==> config.mk <==
export PLATFORM = sky130hd
export DESIGN_NAME = input_conditioner
export DESIGN_NICKNAME = d
export VERILOG_FILES = /design/src/rtl/ioc_pkg.sv /design/src/rtl/debounce_bit.sv /design/src/rtl/input_conditioner.sv
export SDC_FILE = /design/constraint.sdc
export NUM_CORES = 1
export LEC_CHECK = 0
export CAP_MARGIN = 20
export CORE_ASPECT_RATIO = 1.75
export CORE_UTILIZATION = 40
export DETAILED_ROUTE_END_ITERATION = 10
export GPL_ROUTABILITY_DRIVEN = 0
export PLACE_DENSITY = 0.62
export SLEW_MARGIN = 20
export SYNTH_ARGS = -nofsm -noshare
export SYNTH_HDL_FRONTEND = slang
export SYNTH_SLANG_ARGS = --single-unit
==> constraint.sdc <==
create_clock -name Clk -period 2.37 [get_ports Clk]
set_input_delay 0.3555 -clock Clk [delete_from_list [all_inputs] [get_ports Clk]]
set_output_delay 0.3555 -clock Clk [all_outputs]
set_load 0.02 [all_outputs]
==> src/rtl/ioc_pkg.sv <==
// Shared constants and helpers for the input conditioner front end.
package ioc_pkg;

   localparam int unsigned SYNC_STAGES_DEF = 2;
   localparam int unsigned DB_CYCLES_DEF   = 1000000;
   localparam int unsigned DB_CYCLES_SIM   = 4;

   // Counter width for a debounce window; never narrower than one bit.
   function automatic int unsigned db_cnt_w(input int unsigned n);
      int unsigned w;
      w = $clog2(n);
      return (w < 1) ? 1 : w;
   endfunction

endpackage

==> src/rtl/debounce_bit.sv <==
// One conditioning channel: synchronizer chain followed by a stable-level debounce filter.
module debounce_bit
   import ioc_pkg::*;
#(
   parameter int unsigned SYNC_STAGES = SYNC_STAGES_DEF,
   parameter int unsigned DB_CYCLES   = DB_CYCLES_DEF
) (
   input  logic Clk,
   input  logic Reset_n,
   input  logic raw,
   output logic q
);

   localparam int unsigned   CW       = db_cnt_w(DB_CYCLES);
   localparam logic [CW-1:0] CNT_LAST = CW'(DB_CYCLES - 1);

   logic [SYNC_STAGES-1:0] sync_q;
   logic                   sample;
   logic [CW-1:0]          cnt;

   always_ff @(posedge Clk or negedge Reset_n) begin
      if (!Reset_n) begin
         sync_q <= '0;
      end else begin
         sync_q <= {sync_q[SYNC_STAGES-2:0], raw};
      end
   end

   assign sample = sync_q[SYNC_STAGES-1];

   // Any sample matching the held level restarts the stability count.
   always_ff @(posedge Clk or negedge Reset_n) begin
      if (!Reset_n) begin
         q   <= 1'b0;
         cnt <= '0;
      end else if (sample == q) begin
         cnt <= '0;
      end else if (cnt == CNT_LAST) begin
         q   <= sample;
         cnt <= '0;
      end else begin
         cnt <= cnt + 1'b1;
      end
   end

endmodule

==> src/rtl/input_conditioner.sv <==
// Synchronizes and debounces the pushbuttons and switches, and derives a one-shot Execute start pulse.
module input_conditioner
   import ioc_pkg::*;
#(
   parameter int unsigned SW_WIDTH    = 8,
   parameter int unsigned SYNC_STAGES = SYNC_STAGES_DEF,
   parameter int unsigned DB_CYCLES   = DB_CYCLES_DEF
) (
   input  logic                Clk,
   input  logic                Reset_n,
   input  logic                Reset_raw,
   input  logic                Execute_raw,
   input  logic [SW_WIDTH-1:0] Din_raw,
   output logic                Reset_SH,
   output logic                Execute_SH,
   output logic                Execute_pulse,
   output logic [SW_WIDTH-1:0] d_in_SH
);

   localparam int unsigned NCH = SW_WIDTH + 2;

   logic [NCH-1:0] raw_vec;
   logic [NCH-1:0] q_vec;
   logic           execute_sh_d;

   // Channel 0 is Reset, channel 1 is Execute, the rest are the switches.
   assign raw_vec = {Din_raw, Execute_raw, Reset_raw};

   for (genvar i = 0; i < NCH; i++) begin : g_ch
      debounce_bit #(
         .SYNC_STAGES(SYNC_STAGES),
         .DB_CYCLES  (DB_CYCLES)
      ) u_db (
         .Clk    (Clk),
         .Reset_n(Reset_n),
         .raw    (raw_vec[i]),
         .q      (q_vec[i])
      );
   end

   assign Reset_SH   = q_vec[0];
   assign Execute_SH = q_vec[1];
   assign d_in_SH    = q_vec[NCH-1:2];

   always_ff @(posedge Clk or negedge Reset_n) begin
      if (!Reset_n) begin
         execute_sh_d <= 1'b0;
      end else begin
         execute_sh_d <= Execute_SH;
      end
   end

   // A rise seen while Reset is held is dropped, not deferred: the delayed copy still advances.
   assign Execute_pulse = Execute_SH & ~execute_sh_d & ~Reset_SH;

endmodule

==> results of run 1 <==
-- synthesized netlist by cell type, types with 4 or more instances --
master and n:
dfrtp_1 231, nor2_1 160, xnor2_1 78, nand3_1 76, a21oi_1 59, nand2_1 56, xor2_1 51, nand4_1 44
inv_1 43, nor3_1 34, o21ai_0 34, or4_1 33, nor4_1 30, or3_1 29, o31ai_1 25, clkbuf_1 18
and3_1 17, buf_2 12, ha_1 10, and4_1 9, mux2_2 9, buf_4 8, or2_2 7, and2_1 6
nor4b_1 5, a31o_2 4, or4b_2 4
-- path summary, 6_finish.rpt --
check	slack (ns)	from	end	depth (start not counted)
setup / recovery	0.18	g_ch[5].u_db.cnt[13]	g_ch[5].u_db.cnt[13]	4
hold / removal	0.27	Execute_raw	g_ch[1].u_db.sync_q[0]	1
setup reg to reg	0.18	g_ch[5].u_db.cnt[13]	g_ch[5].u_db.cnt[13]	4
hold reg to reg	0.34	g_ch[8].u_db.sync_q[0]	g_ch[8].u_db.sync_q[1]	0
max in group asynchronous	1.27	Reset_n	g_ch[9].u_db.cnt[13]	3
min in group asynchronous	0.40	Reset_n	g_ch[2].u_db.cnt[2]	2
-- power by group --
group / switching [mW] / total (mW) / internal [mW]
sequential: 0.0555 / 4.06 / 4.00
combinational: 0.178 / 0.270 / 0.0919
clock: 1.60 / 3.69 / 2.09
-- kinds of logic after synthesis --
group | after synthesis | share of synthesized area
fa+ha+maj | 10 | 0.01127
compound gates | 130 | 0.06816
flops | 231 | 0.5205
mux | 12 | 0.01194
xor+xnor | 129 | 0.1017
buf+inv | 82 | 0.03245
simple gates | 534 | 0.2539
-- stage by stage --
step | instances | worst slack [ns] | area (um2)
finish | 1548 | 0.1842 | 12610
global route | 1548 | 0.05725 | 12610
CTS | 1548 | 0.1722 | 12610
detailed placement | 1503 | 0.1805 | 11820
global placement | 1503 | 0.2624 | 11820
floorplan | 1128 | 0.3321 | 11110
-- flip-flops by register name (all words and copies together), names as in the netlist --
| register | count |
|---|---|
| g_ch.u_db.cnt | 200 |
| g_ch.u_db.sync_q | 20 |
| g_ch.u_db.q | 10 |
| execute_sh_d | 1 |
-- what timing repair did --
action                                 in CTS  in global routing
endpoints found under the hold margin      66                  0
hold buffers                                1                  0
gates resized for setup                     0                  0
-- critical path, stage by stage (launching register included) --
cell and delay, ns:
dfrtp_1 0.43, or4b_1 0.54, or4_4 0.52, o21ai_4 0.45
nor2_1 0.11
-- cell type report --
cell class	instances	area, um2
Clock buffer	28	646.9
Clock inverter	16	130.1
Fill cell	2629	14620
Inverter	43	161.4
Multi-Input combinational cell	815	4985
Sequential cell	231	5781
Tap cell	369	461.7
Timing Repair Buffer	46	445.4
-- per-layer routing --
metal | wire, um | vias to the layer above
li1 | - | 4055
met1 | 8484 | 3974
met2 | 11680 | 81
met3 | 547 | 38
met4 | 481 | 0
met5 | 0 | -
==> results.json, run 1 <==
{
  "synth_top_area_frac": 0.5205,
  "finalMaxSlewViolations": 0,
  "grt_usage": 0.1593,
  "post_cts_buffers": 0,
  "cp_max_fo": 18,
  "syn_area_um2": 11110,
  "met3_usage": 0.02071,
  "final_antenna_net_count": 0,
  "cp.required_ns": 2.74,
  "max_clock_freq_mhz": 457.5,
  "final_cell_mix": "dfrtp_1, nor2_1, xnor2_1",
  "maxCapViolCount": 0,
  "async_reset_ff_frac": 1.000,
  "final-hold-violation-count": 0,
  "clk_latency_ns": 0.53,
  "syn_nets": 1150,
  "worst_slew_pin_slew_ns": 0.5847,
  "period_minus_slack_ns": 2.186,
  "drive_above_1_share": 0.08821,
  "worstHoldPathType": "input port to register",
  "grt.busiest_layer": "met2",
  "hold_ws_ns": 0.2680,
  "io_buffers": 22,
  "cts.clk_slew.worst_paths_ns": 0.06,
  "dieArea_um2": 28460,
  "yosys.area.top_type": "dfrtp_1",
  "p_leak_nw": 4.928,
  "irDropWorstVdd_mv": 0.6272,
  "rows": 80,
  "period_share": 0.9223,
  "rsz0062_at_grt": "no",
  "root_buffer": "clkbuf_16",
  "antenna_found_initial": 0,
  "syn_avg_cell_area_um2": 9.845,
  "finClkSkew_ns": 0.01681,
  "finalSetupTns_ns": 0,
  "crit_type": "register to register",
  "detail_route.wl_per_cell_um": 13.69,
  "initial_core_util": 0.4079,
  "grt_start_max_net_pins": 72,
  "cts_tree": "yes",
  "drc": 0,
  "ys_types": 49,
  "p_per_area_nw_per_um2": 635.7,
  "ys_seq_area_frac": 0.5205,
  "worstPathArrival_ns": 2.56,
  "drt-pass1-iter-count": 4,
  "overflow": 0,
  "diodes": 0,
  "layout_commonest_cell": "dfrtp_1",
  "cp-start-kind": "register",
  "viasPerCell": 5.264,
  "final_util": 0.4632,
  "slew_headroom": 0.6066,
  "finalSetupViolations": 0,
  "p_total_mw": 8.016,
  "grt_pass1_wl_mm": 38.07,
  "die_x_um": 128.0,
  "synth-seq-cells": 231,
  "grt_pass1_vias": 8417,
  "met2_usage": 0.3043,
  "drt_wl_total_mm": 21.19,
  "clock_sinks": 231,
  "clock_path_buffers": 3,
  "status": "completed",
  "synth-edff-count": 0,
  "layout.nets": 1183,
  "netlist_top_cells_area": "dfrtp_1, xnor2_1, nor2_1",
  "grtUsageMet1": 0.1740,
  "coreArea_um2": 27230,
  "dp_hpwl_mm": 14.72,
  "numCtsBuffers": 24,
  "end_kind": "register",
  "area_growth_pct": 13.55,
  "yosys_warnings": 0,
  "htreeDepth": 1,
  "vias": 8148,
  "syn-instance-count": 1128,
  "drt_iter0_markers": 361,
  "die_h_um": 222.4,
  "ys.flop_type": "dfrtp_1",
  "io_pins": 23
}
(Power assumes the default switching activity.)
==> inputs of run 2 (changes only) <==
Settings changed: CTS_CLUSTER_DIAMETER set to 100.
==> results of run 2 <==
The final DEF is identical to that of run 1; final timing and power are the same.
